$ cat src/rtl/riscv_queue_ahb_drain.sv
// ---------------------------------------------------------------------------
// riscv_queue_ahb_drain
//
// Drains a fall-through write queue onto an AHB-Lite master port as SINGLE
// write transfers. Address phase n+1 overlaps data phase n. A bus ERROR
// cancels the following address phase, raises a sticky err_o and records the
// failing address. Draining stays stopped until err_clr_i or clr_i.
//
// Ports
//   rst_ni, clk_i        asynchronous active-low reset, rising-edge clock
//   clr_i                synchronous abort: idles the bus, clears err_o/cancel
//   q_empty_i, q_i       queue head {size, addr, data}, valid when not empty
//   q_re_o               pop strobe, one per accepted address phase
//   HADDR..HMASTLOCK     AHB-Lite master outputs (write-only, SINGLE bursts)
//   HREADY, HRESP        AHB-Lite slave response
//   busy_o               queue not empty or data phase outstanding
//   err_o, err_addr_o    sticky bus error and address of the failed write
//   err_clr_i            clears err_o
// ---------------------------------------------------------------------------
module riscv_queue_ahb_drain #(
  parameter  int PLEN  = 32,
  parameter  int XLEN  = 64,
  localparam int QBITS = 3 + PLEN + XLEN
) (
  input  logic             rst_ni,
  input  logic             clk_i,
  input  logic             clr_i,

  input  logic             q_empty_i,
  input  logic [QBITS-1:0] q_i,
  output logic             q_re_o,

  output logic [PLEN-1:0]  HADDR,
  output logic [XLEN-1:0]  HWDATA,
  output logic             HWRITE,
  output logic [2:0]       HSIZE,
  output logic [2:0]       HBURST,
  output logic [3:0]       HPROT,
  output logic [1:0]       HTRANS,
  output logic             HMASTLOCK,
  input  logic             HREADY,
  input  logic             HRESP,

  output logic             busy_o,
  output logic             err_o,
  output logic [PLEN-1:0]  err_addr_o,
  input  logic             err_clr_i
);

  typedef enum logic [1:0] {
    TRANS_IDLE   = 2'b00,
    TRANS_NONSEQ = 2'b10
  } htrans_e;

  logic [2:0]      q_size;
  logic [PLEN-1:0] q_addr;
  logic [XLEN-1:0] q_data;

  assign {q_size, q_addr, q_data} = q_i;

  // Data-phase state of the most recently accepted address phase.
  logic            dph_valid;
  logic [PLEN-1:0] dph_addr;
  logic [XLEN-1:0] dph_wdata;

  // Set during the two-cycle ERROR response to suppress the next address phase.
  logic            cancel;

  logic addr_req;   // NONSEQ presented this cycle
  logic addr_acc;   // address phase accepted this cycle
  logic err_first;  // first cycle of an ERROR response
  logic err_done;   // second (completing) cycle of an ERROR response

  // NOTE: every signal driven from always_comb gets a value on every path;
  // a missing assignment would infer a latch.
  always_comb begin
    // rst_ni gates the request combinationally so reset idles the bus at once.
    addr_req  = rst_ni & ~q_empty_i & ~err_o & ~clr_i & ~cancel;
    addr_acc  = addr_req & HREADY;
    err_first = dph_valid & HRESP & ~HREADY;
    err_done  = dph_valid & HRESP &  HREADY;
  end

  assign HTRANS    = addr_req ? TRANS_NONSEQ : TRANS_IDLE;
  assign HADDR     = q_addr;
  assign HSIZE     = q_size;
  assign HWDATA    = dph_wdata;
  assign HWRITE    = 1'b1;
  assign HBURST    = 3'b000;
  assign HPROT     = 4'b0011;
  assign HMASTLOCK = 1'b0;
  assign q_re_o    = addr_acc;
  assign busy_o    = ~q_empty_i | dph_valid;

  // The data phase only advances when HREADY=1, so HWDATA holds through wait
  // states and through clr_i (an AHB data phase cannot be aborted).
  // NOTE: the write-data/address registers are reset too, because HWDATA
  // must read zero out of reset rather than whatever the flops power up to.
  always_ff @(posedge clk_i or negedge rst_ni) begin
    if (!rst_ni) begin
      dph_valid <= 1'b0;
      dph_addr  <= '0;
      dph_wdata <= '0;
    end else if (HREADY) begin
      dph_valid <= addr_acc;
      if (addr_acc) begin
        dph_addr  <= q_addr;
        dph_wdata <= q_data;
      end
    end
  end

  always_ff @(posedge clk_i or negedge rst_ni) begin
    if (!rst_ni) begin
      cancel <= 1'b0;
    end else if (clr_i) begin
      cancel <= 1'b0;
    end else if (err_first) begin
      cancel <= 1'b1;
    end else if (HREADY) begin
      cancel <= 1'b0;
    end
  end

  // A completing error outranks err_clr_i so a fresh failure is never lost.
  always_ff @(posedge clk_i or negedge rst_ni) begin
    if (!rst_ni) begin
      err_o      <= 1'b0;
      err_addr_o <= '0;
    end else begin
      if (clr_i) begin
        err_o <= 1'b0;
      end else if (err_done) begin
        err_o <= 1'b1;
      end else if (err_clr_i) begin
        err_o <= 1'b0;
      end
      if (err_first) begin
        err_addr_o <= dph_addr;
      end
    end
  end

endmodule

$ cat config.mk
export PLATFORM = sky130hd
export DESIGN_NAME = riscv_queue_ahb_drain
export DESIGN_NICKNAME = d
export VERILOG_FILES = /design/src/rtl/riscv_queue_ahb_drain.sv
export SDC_FILE = /design/constraint.sdc
export NUM_CORES = 1
export LEC_CHECK = 0
export ABC_AREA = 1
export CORE_UTILIZATION = 42
export CTS_CLUSTER_SIZE = 12
export DETAILED_ROUTE_END_ITERATION = 7
export PLACE_DENSITY = 0.8
export SETUP_SLACK_MARGIN = 0.05
export SYNTH_ARGS = -nofsm -noshare
export SYNTH_HDL_FRONTEND = slang
export SYNTH_SLANG_ARGS = --single-unit
$ cat constraint.sdc
create_clock -name clk_i -period 1.8 [get_ports clk_i]
set_input_delay 0.18 -clock clk_i [delete_from_list [all_inputs] [get_ports clk_i]]
set_output_delay 0.18 -clock clk_i [all_outputs]
set_load 0.005 [all_outputs]
==> results of run 1 <==
==> kinds of logic after synthesis <==
family	after synthesis	synth area share [%]
other	2	0.133
AO/OA/AOI/OAI	35	3.09
buffers and inverters	134	12.3
flip-flops	131	57.9
AND/OR/NAND/NOR	331	26.6
==> stage by stage <==
| stage | hold WS [ns] | setup slack [ns] | utilization, % |
|---|---|---|---|
| CTS | 0.118 | 0.113 | 64.2 |
| global route | 0.137 | 0.0745 | 64.3 |
| detailed placement | 0.204 | 0.0371 | 59.7 |
| global placement | 0.198 | 0.0498 | 59.7 |
| floorplan | -0.116 | 0.454 | - |
| finish | 0.134 | 0.127 | 64.3 |
==> what timing repair did <==
item	4_1_cts	5_1_grt
pin swaps	3	0
endpoints found under the hold margin	131	0
resized for setup	3	1
hold buffers	1	0
buffers inserted	7	0
endpoints found under the setup margin	2	7
==> flip-flops by register name, indices dropped and copies added, names as in the netlist <==
signal	cells
dph_valid	1
err_o	1
dph_addr	32
HWDATA	64
cancel	1
err_addr_o	32
==> worst register-to-register path: stages (launching register included) <==
cell     delay, ns
dfrtp_1       0.40
nor2_4        0.13
buf_4         0.13
buf_4         0.10
buf_4         0.12
buf_4         0.36
nand4_1       0.22
nand2_1       0.11
==> final timing paths <==
kind | from | to | cells past startpoint
max in group asynchronous | rst_ni | HWDATA[25] | 3
min in group asynchronous | rst_ni | dph_addr[2] | 3
setup reg to reg | err_o | HWDATA[27] | 7
setup / recovery | rst_ni | q_re_o | 7
hold / removal | HREADY | err_o | 3
hold reg to reg | HWDATA[39] | HWDATA[39] | 2
==> where the power goes <==
part,total (W),internal (W),switching (W)
clock,0.00308,0.00193,0.00115
combinational,0.00231,0.00140,0.000909
sequential,0.00396,0.00360,0.000356
==> layout by cell type (no fill, tap or decap) <==
cell type	instances
inv_1	39
dlygate4sd2_1	2
clkbuf_1	5
clkbuf_8	5
nand3_1	1
clkinvlp_4	1
nor2_1	1
clkbuf_16	17
nand4_4	1
o21ai_0	33
buf_12	5
clkdlybuf4s50_1	230
a21oi_1	2
clkinv_2	3
buf_6	2
conb_1	10
nor2_4	2
nand4_1	96
dfrtp_1	131
inv_2	1
nand2_1	229
nand3_2	1
dlygate4sd3_1	1
buf_4	14
==> layout make-up <==
cell class / instances / area (um2)
fill: 1103 / 4710
sequential: 131 / 3280
timing repair buffer: 254 / 2560
multi-input combinational: 376 / 1740
clock buffer: 27 / 513
tap: 176 / 220
inverter: 40 / 150
clock inverter: 4 / 22.5
==> per-layer routing <==
layer	track usage, %	wire length, um	part of all wire (%)	vias up
met5	0	0	0	-
li1	-	-	-	2383
met1	28.6	6520	43	2343
met4	9.29	259	1.7	0
met2	35.3	7480	50	173
met3	5.57	815	5.4	20
==> reports/results.txt, run 1 <==
Max FO, Critical Path = 4
most frequent cells after synthesis = 229 x nand2_1, 131 x dfrtp_1, 96 x nand4_1
via count = 4,919
Synth area leader = dfrtp_1
Core Area = 13,200 um2
Power Density = 1100 nW/um2
status = completed
Setup TNS = 0 ns
sequential cell area fraction in the yosys report = 57.9%
critical path's largest stage delay = 0.55 ns
placed inst area = 7880 um2
Worst path slowest cell = dlygate4sd3_1
initial antenna violation count = 0
Reg clk slew, reported paths = 0.05 ns
number of synthesized flops with an enable pin = 0
clock buffer count from CTS = 17
Total Routing Usage GR = 22.1%
cells after synthesis = 633
Buf/Inv on CP = 5
DP HPWL = 9.71 mm
Slew Viols, Final = 0
n_diodes = 0
Avg Inst Size Synth = 8.94 um2
VDD IR-drop max = 591 uV
Async SR Flop Fraction = 100%
top-area cell type share of the netlist area = 57.9%
first-pass GRT wire length = 24.2 mm
Crit path required time = 1.62 ns
Routed Antenna Nets = 0
routed length per instance = 14.9 um
nature of the critical path endpoint = output pin
Synth area leaders = dfrtp_1 58%, nand2_1 15%, nand4_1 11%
worst-path cell chain = dlygate4sd3_1, buf_6, inv_1, nor2_1, nand4_4, inv_2, dlygate4sd2_1
CP startpoint kind = input pin
Residual DRC = 0
Final Instance Count excl. Fillers = 1,008
Iter 0 DRT Violations = 326
Cell variety after synth = 16
kind of critical path = input pin to output pin
DRT Wirelength = 15.1 mm
Worst Skew = 0.00544 ns
area grow syn2layout = 49.7%
largest net degree at the start of global routing = 110
I/O pin cnt = 251
Final Hold Fails = 0
minimum clock period after layout = 1.67 ns
H-tree levels = 4
unrepaired setup endpoints after global routing = false
DR pass1 iterations = 5
DIE WIDTH = 118 um
post-synthesis register bit count = 131
Post-synth top flop = dfrtp_1
Power Total = 0.00935 W
Slew @ Worst Pin = 0.570 ns
TritonCTS clock tree = built
clk buf depth = 2
Lkg Pwr = 4.06 nW
max cap viols = 0
hold crit path type = input pin to flip-flop
Rel. slew slack = 62.0%
reg2reg setup slack = 0.17 ns
Sink Count = 131
Final nets = 926
Initial Utilization = 42.9%
die height = 118 um
die area = 13,900 um2
top-count cell post-synth = nand2_1
clock root buffer = clkbuf_16
critical path arrival = 1.49 ns
layout cells sized above 1 = 6.25%
vias in the first global route = 4,682
Overflow after GRT = 0
Fmax = 598 MHz
Skew-Pair Late Insertion Delay = 0.40 ns
final setup fails = 0
Ys Warns = 0
# rows = 42
fin crit share = 93.0%
CP delay by family, top = buffers and inverters
number of port buffers = 234
gpl congestion = 0.745
fin area = 8480 um2
drt via density = 4.88
placed insts = 969
Synth Cell Area = 5660 um2
No activity file was read; power rests on OpenSTA's default activity.
==> run 2: changes to the inputs <==
Settings changed: REMOVE_ABC_BUFFERS from default to 1.
==> run 2 against run 1 <==
- register-to-register slack better by 0.07 ns
- critical path depth shrank 2
- critical endpoint unchanged
- critical path type is now flip-flop to output pin
- highest routed layer unchanged
- utilization increased by 0.68 points
- combinational power barely moved
==> reports/results.txt, run 2 (synthesis results as in run 1) <==
status = completed
Rel. slew slack = 54.4% (-7.6 points)
final setup fails = 0 (unchanged)
drt via density = 4.93 (+1.0%)
kind of critical path = flip-flop to output pin
DP HPWL = 9.27 mm (-4.5%)
CP startpoint kind = flip-flop
Final nets = 925 (-0.11%)
register area = 3280 um2 (unchanged)
# rows = 42 (unchanged)
clock root buffer = clkbuf_16
gpl congestion = 0.770 (+3.3%)
Crit path required time = 1.62 ns (about the same)
DR pass1 iterations = 4 (-1)
Lkg Pwr = 4.11 nW (+1.2%)
Routed Antenna Nets = 0 (unchanged)
first-pass GRT wire length = 23.5 mm (-2.9%)
Slew Viols, Final = 0 (unchanged)
max cap viols = 0 (unchanged)
multi-input logic area = 1740 um2 (unchanged)
Slew @ Worst Pin = 0.684 ns (+0.114 ns)
initial antenna violation count = 0 (unchanged)
largest net degree at the start of global routing = 130 (+18%)
routed length per instance = 14.5 um (-2.9%)
TritonCTS clock tree = built
Power Density = 1160 nW/um2 (+5.1%)
hold crit path type = input pin to async pin
Worst path slowest cell = dfrtp_1
worst-path cell chain = nor2_4, buf_4, nand4_4, inv_1, clkdlybuf4s15_1
Sink Count = 131 (unchanged)
nature of the critical path endpoint = output pin
Iter 0 DRT Violations = 334 (+2.5%)
vias in the first global route = 4,666 (-0.34%)
die area = 13,900 um2 (unchanged)
Skew-Pair Late Insertion Delay = 0.41 ns (about the same)
Fmax = 600 MHz (+0.46%)
flip-flop count of the largest register after layout = 64 (unchanged)
minimum clock period after layout = 1.67 ns (-0.00764 ns)
die height = 118 um (unchanged)
Max FO, Critical Path = 2 (-2)
DRT Wirelength = 14.6 mm (-2.9%)
fin crit share = 92.5% (-0.42 points)
final core utilization = 64.9% (+0.68 points)
most common cell after layout, fill and taps aside = clkdlybuf4s50_1
critical path's largest stage delay = 0.40 ns (-0.15 ns)
unrepaired setup endpoints after global routing = true
clk buf depth = 2 (unchanged)
Residual DRC = 0 (unchanged)
DIE WIDTH = 118 um (unchanged)
H-tree levels = 4 (unchanged)
Overflow after GRT = 0 (unchanged)
Total Routing Usage GR = 21.4% (-0.67 points)
Final Hold Fails = 0 (unchanged)
Core Area = 13,200 um2 (unchanged)
area grow syn2layout = 51.3%
number of port buffers = 234 (unchanged)
via count = 4,964 (+0.91%)
Reg clk slew, reported paths = 0.05 ns (about the same)
n_diodes = 0 (unchanged)
critical path arrival = 1.49 ns (about the same)
Initial Utilization = 42.9% (unchanged)
Hold WS = 0.203 ns (+0.0685 ns)
clock buffer count from CTS = 17 (unchanged)
most frequent cells in the layout = 230 x clkdlybuf4s50_1, 229 x nand2_1, 131 x dfrtp_1
VDD IR-drop max = 677 uV (+15%)
Setup TNS = 0 ns (unchanged)
layout cells sized above 1 = 6.62% (+0.37 points)
Worst Skew = 0.00606 ns (+0.000621 ns)
I/O pin cnt = 251 (unchanged)
Layout fillers = 1,109 (+0.54%)
[run 2: worst paths after layout]
| path | from | to | slack [ns] | cells after the start |
|---|---|---|---|---|
| worst max-delay path | err_o | q_re_o | 0.13 | 5 |
| worst min-delay path | rst_ni | cancel | 0.20 | 2 |
| worst max register to register | err_o | HWDATA[61] | 0.24 | 6 |
| worst min register to register | dph_addr[11] | dph_addr[11] | 0.47 | 2 |
| max in group asynchronous | rst_ni | HWDATA[36] | 0.64 | 3 |
| min in group clk_i | HREADY | dph_valid | 0.29 | 3 |
[run 2: per-stage QoR]
stage,instance area [um2],cells,total power (W),worst slack [ns]
4_1_cts,8560,1007,0.0100,0.0609
6_report,8570,1007,0.00993,0.134
5_1_grt,8570,1007,0.0105,0.0256
3_3_place_gp,7880,971,0.00623,0.0487
2_1_floorplan,5140,547,0.00460,-1.79
3_5_place_dp,7880,971,0.00630,0.0270
[run 2: power by group]
| group | leakage (nW) | switching [W] | internal [W] |
|---|---|---|---|
| logic | 2.13 | 0.000899 | 0.00140 |
| clock network | 0.314 | 0.00120 | 0.00249 |
| registers | 1.67 | 0.000348 | 0.00360 |
| total | 4.11 | 0.00245 | 0.00748 |
[run 2: layout make-up]
class	instances	share of cell area [%]
clock buffer	22	5.77
tap	176	2.57
inverter	40	1.75
clock inverter	9	1.75
timing repair buffer	253	29.6
sequential	131	38.3
multi-input combinational	376	20.3
[run 2: per-layer routing]
metal / global-route usage (%) / vias up / part of all wire [%]
met2: 34.6 / 178 / 50
met4: 8.25 / 0 / 1.8
met5: 0 / - / 0
met1: 26.5 / 2379 / 41
met3: 7.22 / 20 / 7.7
li1: - / 2387 / -
[run 2: worst max-delay path: cells and delay by family, from the launching register on]
| kind | cells | cell delay [ns] |
|---|---|---|
| flops | 1 | 0.40 |
| simple gates | 2 | 0.23 |
| buf+inv | 3 | 0.47 |
[run 2: timing repair]
item / 4_1_cts / 5_1_grt
hold endpoints to repair: 131 / 0
gates resized for setup: 1 / 2
pin swaps: 2 / 0
setup endpoints to repair: 2 / 2
hold buffers: 1 / 0
setup buffers: 4 / 0
